**src/rtl/game_over_text_renderer.sv**
```systemverilog
// rtl/game_over_text_renderer.sv - overlays blinking "GAME OVER" text glyphs onto the VGA pixel stream
module game_over_text_renderer #(
  parameter int          XPOS         = 448,
  parameter int          YPOS         = 376,
  parameter int          TEXT_COLS    = 16,
  parameter int          TEXT_ROWS    = 1,
  parameter logic [11:0] FG_RGB       = 12'hFFF,
  parameter int          BLINK_FRAMES = 30
) (
  input  logic        clk,
  input  logic        rst_n,
  input  logic        enable,
  input  logic [10:0] hcount_in,
  input  logic [10:0] vcount_in,
  input  logic        hsync_in,
  input  logic        vsync_in,
  input  logic        hblnk_in,
  input  logic        vblnk_in,
  input  logic [11:0] rgb_in,
  output logic [7:0]  char_yx,
  output logic [3:0]  char_line,
  input  logic [7:0]  char_pixels,
  output logic [10:0] hcount_out,
  output logic [10:0] vcount_out,
  output logic        hsync_out,
  output logic        vsync_out,
  output logic        hblnk_out,
  output logic        vblnk_out,
  output logic [11:0] rgb_out
);

  // Box bounds are widened to 12 bits so XPOS + 8*TEXT_COLS cannot wrap.
  localparam logic [11:0] X_LO       = 12'(XPOS);
  localparam logic [11:0] X_HI       = 12'(XPOS + 8 * TEXT_COLS);
  localparam logic [11:0] Y_LO       = 12'(YPOS);
  localparam logic [11:0] Y_HI       = 12'(YPOS + 16 * TEXT_ROWS);
  // Only the low bits of rel_x/rel_y feed the address, so only those are subtracted.
  localparam logic [6:0]  XOFF       = 7'(XPOS);
  localparam logic [7:0]  YOFF       = 8'(YPOS);
  localparam logic [15:0] BLINK_LAST = 16'(BLINK_FRAMES - 1);

  localparam logic [0:0] SHOW = 1'b0;
  localparam logic [0:0] HIDE = 1'b1;

  typedef struct packed {
    logic [10:0] hcount;
    logic [10:0] vcount;
    logic        hsync;
    logic        vsync;
    logic        hblnk;
    logic        vblnk;
    logic [11:0] rgb;
    logic        in_box;
    logic [2:0]  bit_sel;
  } pipe_t;

  logic [6:0]  rel_x;
  logic [7:0]  rel_y;
  logic        frame_start;
  pipe_t       s0;
  pipe_t       s1_q, s2_q, s3_q;
  logic [7:0]  char_yx_q;
  logic [3:0]  line_s1_q, char_line_q;

  logic        en_frame_q, en_frame_d;
  logic [0:0]  state_q, state_d;
  logic [15:0] cnt_q, cnt_d;

  logic        lit;
  logic [11:0] rgb_d, rgb_q;
  pipe_t       out_q;

  // Stage 0: text-box geometry and glyph addressing from the raw coordinates.
  always_comb begin
    rel_x       = hcount_in[6:0] - XOFF;
    rel_y       = vcount_in[7:0] - YOFF;
    frame_start = (hcount_in == 11'd0) && (vcount_in == 11'd0);
    s0.hcount   = hcount_in;
    s0.vcount   = vcount_in;
    s0.hsync    = hsync_in;
    s0.vsync    = vsync_in;
    s0.hblnk    = hblnk_in;
    s0.vblnk    = vblnk_in;
    s0.rgb      = rgb_in;
    s0.in_box   = ({1'b0, hcount_in} >= X_LO) && ({1'b0, hcount_in} < X_HI) &&
                  ({1'b0, vcount_in} >= Y_LO) && ({1'b0, vcount_in} < Y_HI);
    s0.bit_sel  = ~rel_x[2:0];
  end

  // Frame-latched enable and blink state; both only advance on a frame start.
  always_comb begin
    en_frame_d = en_frame_q;
    state_d    = state_q;
    cnt_d      = cnt_q;
    if (frame_start) en_frame_d = enable;
    if (!en_frame_q || (BLINK_FRAMES == 0)) begin
      state_d = SHOW;
      cnt_d   = 16'd0;
    end else if (frame_start) begin
      if (cnt_q == BLINK_LAST) begin
        cnt_d   = 16'd0;
        state_d = (state_q == SHOW) ? HIDE : SHOW;
      end else begin
        cnt_d = cnt_q + 16'd1;
      end
    end
  end

  // Final stage: blanking wins, then lit glyph pixels, otherwise the background.
  always_comb begin
    lit   = en_frame_q && (state_q == SHOW) && s3_q.in_box && char_pixels[s3_q.bit_sel];
    rgb_d = s3_q.rgb;
    if (s3_q.hblnk || s3_q.vblnk) rgb_d = 12'h000;
    else if (lit)                 rgb_d = FG_RGB;
  end

  // Pipeline registers: 4-deep delay, ROM addresses and blink state.
  always_ff @(posedge clk or negedge rst_n) begin
    if (!rst_n) begin
      s1_q        <= '0;
      s2_q        <= '0;
      s3_q        <= '0;
      out_q       <= '0;
      rgb_q       <= '0;
      char_yx_q   <= '0;
      line_s1_q   <= '0;
      char_line_q <= '0;
      en_frame_q  <= 1'b0;
      state_q     <= SHOW;
      cnt_q       <= '0;
    end else begin
      s1_q        <= s0;
      s2_q        <= s1_q;
      s3_q        <= s2_q;
      out_q       <= s3_q;
      rgb_q       <= rgb_d;
      char_yx_q   <= {rel_y[7:4], rel_x[6:3]};
      line_s1_q   <= rel_y[3:0];
      char_line_q <= line_s1_q;
      en_frame_q  <= en_frame_d;
      state_q     <= state_d;
      cnt_q       <= cnt_d;
    end
  end

  assign char_yx    = char_yx_q;
  assign char_line  = char_line_q;
  assign hcount_out = out_q.hcount;
  assign vcount_out = out_q.vcount;
  assign hsync_out  = out_q.hsync;
  assign vsync_out  = out_q.vsync;
  assign hblnk_out  = out_q.hblnk;
  assign vblnk_out  = out_q.vblnk;
  assign rgb_out    = rgb_q;

endmodule

```
**config.mk**
```make
export PLATFORM = sky130hd
export DESIGN_NAME = game_over_text_renderer
export DESIGN_NICKNAME = d
export VERILOG_FILES = /design/src/rtl/game_over_text_renderer.sv
export SDC_FILE = /design/constraint.sdc
export NUM_CORES = 1
export LEC_CHECK = 0
export ABC_AREA = 1
export BUFFER_PORTS_ARGS = -buffer_cell sky130_fd_sc_hd__buf_4
export CORE_AREA = 2 2 113 143
export CTS_CLUSTER_DIAMETER = 200
export DETAILED_ROUTE_END_ITERATION = 10
export DIE_AREA = 0 0 115 145
export PLACE_DENSITY = 0.68
export REMOVE_ABC_BUFFERS = 1
export SYNTH_ARGS = -nofsm -noshare
export SYNTH_HDL_FRONTEND = slang
export SYNTH_SLANG_ARGS = --single-unit
```
**constraint.sdc**
```tcl
create_clock -name clk -period 3.1 [get_ports clk]
set_input_delay 0.62 -clock clk [delete_from_list [all_inputs] [get_ports clk]]
set_output_delay 0.62 -clock clk [all_outputs]
set_load 0.02 [all_outputs]
```
==> flow_metrics.tcl, run 1 <==
set metrics [dict create \
    via_per_inst 4.40 \
    multi_input_area_um2 1070 \
    yosysTopAreaCell "dfrtp_1" \
    rrSetupSlack_ns 1.14 \
    drtIter0Drc 218 \
    ys_seq_area_share_pct 78.4 \
    powerDensity_nw_per_um2 674 \
    cts_hold_buf 0 \
    clk_pin_slew_ns 0.07 \
    hold_path.class "in -> async" \
    skew_ns 0.00844 \
    cpMaxStageDelayCell "dfrtp_1" \
    dp_hpwl_um 7170 \
    drt_pass1_iterations 4 \
    grt_pass1_wl_um 16500 \
    finalHoldViolCount 0 \
    synth_warnings 0 \
    n_antenna_cell 0 \
    leakagePower_nw 3.66 \
    seq_power_share_pct 50.8 \
    cp_max_fo 14 \
    tns_ns 0 \
    crit_type "reg -> reg" \
    maxCapViolCount 0 \
    synthToLayoutAreaGrowth_pct 26.3 \
    coreArea_um2 15300 \
    crit_buf_inv 1 \
    synth_ff_type "dfrtp_1" \
    cts.path.max_buffers 2 \
    rows 51 \
    synth_cell_types 28 \
    register_area_um2 4730 \
    p_switching_mw 1.14 \
    synth_top_area_share_pct 78.4 \
    internal_power_mw 3.99 \
    critical-path-max-stage-delay_ns 0.72 \
    worst_slew_pin_slew_ns 0.640 \
    worst_setup_path_end_kind "flop" \
    cts_tree "built" \
    ir_drop_v 0.000368 \
    worstPathRequired_ns 3.43 \
    whs_ns 0.210 \
    cp.arrival_ns 2.29 \
    ctsHtreeMaxLevel 4 \
    fmax_mhz 511 \
    grt_antenna_before_repair 0 \
    avgRoutedWirePerCell_um 13.3 \
    synth_area_um2 6030 \
    post-place-ws_ns 1.14 \
    synth_edf_count 0 \
    drc 0 \
    synth-seq-cells 189 \
    synth_cells 450 \
    post-route-min-period_ns 1.96 \
    outcome "complete, no violations" \
    nFillCells 1287 \
    grt_pass1_vias 3472 \
    fin_ws_ns 1.14 \
    path_delay_family "simple AND/OR/NAND/NOR gates" \
    die_w_um 115 \
    drv_slew 0 \
    routabilityCongestion 0.794 \
    die_h_um 145 \
    clock_sinks 189 \
    yosys-top-cells-area "dfrtp_1 78%, nand2_1 5.2%, nor2_1 2.7%" \
    switching_share_pct 22.2 \
    avgSynthCellArea_um2 13.4 \
    ys_async_sr_fraction_pct 100 \
    setup_violations 0 \
    start_kind "flop" \
    initial_core_util_pct 39.4 \
    cts_resized 0 \
    cts-root-buf "clkbuf_16" \
    cts_inserted_buffers 17 \
    grt_overflow_total 0 \
    drive_above_1_share_pct 28.3 \
    drtAntennaViolNets 0 \
    drt_wl_total_um 10100 \
    crit_chain "inv_2 > nor3b_2 > nand3_1 > a21oi_2" \
    grt_util_all_layers_pct 12.9 \
    rsz0062_at_grt "false" \
    grt_max_degree 84 \
    dieArea_um2 16700 \
    post_cts.repair.setup_buffers 0 \
    maxSlewHeadroom_pct 57.3 \
    clock_latency_ns 0.42 \
    clkPwrFrac_pct 44.5 \
    period_share_pct 63.2 \
    dr_total_vias 3332 \
    portBuffers 98 \
    pwr-share-comb_pct 4.8 \
    final_nets 612 \
    io_pins 99 \
]
through the flow:
| stage | cells | util, % | area (µm²) | power (mW) |
|---|---|---|---|---|
| 2_1_floorplan | 439 | - | 5950 | 2.72 |
| 3_3_place_gp | 725 | 45.5 | 6970 | 2.90 |
| 3_5_place_dp | 725 | 45.5 | 6970 | 2.91 |
| 4_1_cts | 757 | 49.7 | 7620 | 5.21 |
| 5_1_grt | 757 | 49.7 | 7620 | 5.33 |
| 6_report | 757 | 49.7 | 7620 | 5.14 |
worst reg2reg max path: cells and delay by family (launching register included):
kind            cells  cell delay, ns
compound gates      1            0.29
flops               1            0.72
simple gates        2            0.73
buf+inv             1            0.15
layout by cell type, fill, tap and decap left out, drive strengths merged:
master / count
dfrtp: 189
a211oi: 1
buf: 100
nor2: 49
nand3: 23
clkinv: 4
a21oi: 14
nand4: 10
or2: 1
nor3: 1
ha: 4
inv: 45
nor3b: 1
clkbuf: 18
xor2: 9
nand2: 88
clkinvlp: 2
o21ai: 7
bufinv: 3
o21bai: 2
nand3b: 1
final timing paths:
path,from,end,cells past startpoint
setup / recovery,en_frame_q,rgb_out[8],4
max in group asynchronous,rst_n,char_line[2],2
setup reg to reg,en_frame_q,rgb_out[8],4
hold reg to reg,s2_q[11],s3_q[11],0
min in group clk,rgb_in[11],s1_q[15],1
hold / removal,rst_n,char_yx[5],1
synth_stat cells, types with 2 or more instances:
library cell,instances
a21oi_1,4
a21oi_2,10
buf_4,6
buf_6,3
clkbuf_1,2
dfrtp_1,189
ha_1,4
inv_1,37
nand2_1,83
nand2_2,4
nand3_1,22
nand4_1,10
nor2_1,44
nor2_2,5
o21ai_1,2
o21ai_2,4
o21bai_1,2
xor2_1,9
metal layers:
metal	vias up	track usage [%]	part of all wire, %
met5	-	0	0
met2	70	21.6	53
met4	0	4.88	1.4
met3	8	4.47	4.0
li1	1616	-	-
met1	1638	15.1	42
power by group through the flow:
stage	clock network (mW)	registers, mW	logic [mW]
floorplan	0	2.69	0.0312
global placement	0	2.65	0.248
detailed placement	0	2.66	0.252
CTS	2.34	2.61	0.253
global route	2.45	2.62	0.271
finish	2.28	2.61	0.246
cell families (layout without fill, tap and decap cells):
family	after synthesis	after routing	synth area share [%]
flops	189	189	78.4
simple gates	174	174	12.6
buf+inv	50	172	3.90
compound gates	24	24	2.99
xor+xnor	9	9	1.31
fa+ha+maj	4	4	0.830
cell type report:
type / instances / area share (%)
Tap cell: 185 / 3.04
Timing Repair Buffer: 101 / 10.4
Multi-Input combinational cell: 211 / 14.0
Inverter: 39 / 1.95
Sequential cell: 189 / 62.1
Clock inverter: 15 / 2.96
Clock buffer: 17 / 5.58
registers in the layout (all words and copies together), names as in the netlist, 4 cells and up:
| name | cells |
|---|---|
| s3_q | 42 |
| s2_q | 39 |
| s1_q | 36 |
| cnt_q | 16 |
| rgb_out | 12 |
| hcount_out | 11 |
| vcount_out | 11 |
| char_yx | 8 |
| char_line | 4 |
| line_s1_q | 4 |
No activity file was read; power rests on OpenSTA's default activity.
==> inputs of run 2 (changes only) <==
--- a/config.mk
+++ b/config.mk
@@ -11,7 +11,7 @@
 export CTS_CLUSTER_DIAMETER = 200
 export DETAILED_ROUTE_END_ITERATION = 10
 export DIE_AREA = 0 0 115 145
-export PLACE_DENSITY = 0.68
+export PLACE_DENSITY = 0.7
 export REMOVE_ABC_BUFFERS = 1
 export SYNTH_ARGS = -nofsm -noshare
 export SYNTH_HDL_FRONTEND = slang
==> constraint.sdc (replaced) <==
create_clock -name clk -period 1.8 [get_ports clk]
set_input_delay 0.36 -clock clk [delete_from_list [all_inputs] [get_ports clk]]
set_output_delay 0.36 -clock clk [all_outputs]
set_load 0.02 [all_outputs]
==> run 2 against run 1 <==
Effect of this change:
- combinational power is 75% higher
- wire length increased by 4.4%
- utilization about the same
- register-to-register slack got worse by 0.85 ns
- total power rose by 68%
- critical endpoint is now cnt_q[8]
- largest cell class unchanged
==> flow_metrics.tcl, run 2 (synthesis gave the netlist of run 1 again) <==
set metrics [dict create \
    seq_power_share_pct 52.2 \
    hold_path.class "in -> reg" \
    largest_register_ff_count 42 \
    post_cts.repair.setup_buffers 0 \
    pwr-share-comb_pct 5.0 \
    dr_wl_met2_um 5450 \
    grt_util_all_layers_pct 13.5 \
    clkPwrFrac_pct 42.8 \
    n_antenna_cell 0 \
    via_per_inst 4.52 \
    worst_slew_pin_slew_ns 0.393 \
    die_h_um 145 \
    rr_worst_depth 8 \
    final_nets 617 \
    drt_pass1_iterations 6 \
    clk_pin_slew_ns 0.08 \
    place_inst 729 \
    maxCapViolCount 0 \
    largest-register "s3_q" \
    leakagePower_nw 3.67 \
    final_cell_mix "189 x dfrtp_1, 102 x buf_4, 83 x nand2_1, 44 x nor2_1, 37 x inv_1" \
    grt_max_degree 54 \
    top_layer_used "met4" \
    grt_pass1_vias 3684 \
    finalNonFillerCells 762 \
    tns_ns 0 \
    worstPathRequired_ns 2.16 \
    cp_max_fo 6 \
    start_kind "flop" \
    drv_slew 0 \
    cts_inserted_buffers 17 \
    drtAntennaViolNets 0 \
    min_path_cells 1 \
    cts_tree "built" \
    reg_top3 "s3_q: 42 flops, s2_q: 39 flops, s1_q: 36 flops" \
    period_share_pct 83.9 \
    fmax_mhz 662 \
    io_pins 99 \
    avgRoutedWirePerCell_um 13.8 \
    post-route-min-period_ns 1.51 \
    dp_hpwl_um 7350 \
    dr_total_vias 3446 \
    coreArea_um2 15300 \
    p_switching_mw 2.10 \
    initial_core_util_pct 39.4 \
    ctsHtreeMaxLevel 4 \
    maxSlewHeadroom_pct 73.8 \
    clock_latency_ns 0.42 \
    rsz0062_at_grt "false" \
    synthToLayoutAreaGrowth_pct 26.2 \
    setup_violations 0 \
    dieArea_um2 16700 \
    drive_above_1_share_pct 28.8 \
    p_total_mw 8.61 \
    layout_commonest_cell "dfrtp_1" \
    outcome "complete, no violations" \
    routabilityCongestion 0.816 \
    drt_wl_total_um 10500 \
    internal_power_mw 6.51 \
    ir_drop_v 0.000619 \
    cts_resized 0 \
    powerDensity_nw_per_um2 1130 \
    grt_overflow_total 0 \
    worst_setup_path_end_kind "flop" \
    whs_ns 0.0423 \
    drc 0 \
    cts.path.max_buffers 2 \
    cts-root-buf "clkbuf_16" \
    switching_share_pct 24.4 \
    rows 51 \
    grt_pass1_wl_um 17500 \
    crit_type "reg -> reg" \
    drtIter0Drc 248 \
    portBuffers 98 \
    finalHoldViolCount 0 \
    rrSetupSlack_ns 0.29 \
    m1WireLength_um 4360 \
    cp.arrival_ns 1.87 \
    wl_met3_um 424 \
    die_w_um 115 \
    grt_antenna_before_repair 0 \
    skew_ns 0.00991 \
    clock_sinks 189 \
]
==> run 2: cell count changes in the layout (fill, tap and decap cells not counted) <==
cell           change
dlygate4sd3_1      +1
inv_8              -1
clkinv_8           +1
inv_6              +2
clkinvlp_4         -1
buf_4              +4
inv_12             +2
bufinv_16          -3
==> run 2: metrics by stage <==
step / setup WS, ns / area [µm²] / utilization, %
2_1_floorplan: 0.271 / 5950 / -
3_3_place_gp: 0.307 / 7000 / 45.7
3_5_place_dp: 0.288 / 7000 / 45.7
4_1_cts: 0.286 / 7610 / 49.7
5_1_grt: 0.193 / 7610 / 49.7
6_report: 0.290 / 7610 / 49.7
==> run 2: path summary, 6_finish.rpt <==
kind	from	end
max	cnt_q[0]	cnt_q[8]
min	hsync_in	s1_q[19]
max reg2reg	cnt_q[0]	cnt_q[8]
min reg2reg	s1_q[12]	s2_q[12]
max in group asynchronous	rst_n	char_yx[3]
min in group asynchronous	rst_n	vcount_out[3]
==> run 2: worst max-delay path, stage by stage (launching register included) <==
cell and delay, ns:
dfrtp_1 0.43, ha_1 0.31, inv_1 0.08, nor2_2 0.21
nand2_1 0.09, xor2_1 0.15, nor2_1 0.08, nand2_1 0.05
nand2_1 0.06
==> run 2: metal layers <==
| metal | up-vias | global-route usage (%) |
|---|---|---|
| met1 | 1707 | 16.4 |
| li1 | 1636 | - |
| met2 | 84 | 22.7 |
| met3 | 19 | 2.97 |
| met5 | - | 0 |
| met4 | 0 | 5.96 |
==> run 2: power by group through the flow <==
stage	clock network (mW)	registers (mW)	logic, mW
after global routing	3.97	4.51	0.475
after floorplan	0	4.63	0.0538
after CTS	3.78	4.50	0.442
after global placement	0	4.57	0.428
final	3.69	4.49	0.431
after detailed placement	0	4.58	0.438
==> run 2: what timing repair did <==
item,in CTS,in global routing
endpoints found under the setup margin,0,0
endpoints found under the hold margin,42,0
hold buffers,1,0
==> run 2: cell type report <==
cell class	instances	area [µm²]
inverter	39	149
multi-input combinational	211	1070
tap	185	231
timing repair buffer	106	830
sequential	189	4730
fill	1290	7700
clock buffer	17	425
clock inverter	15	183
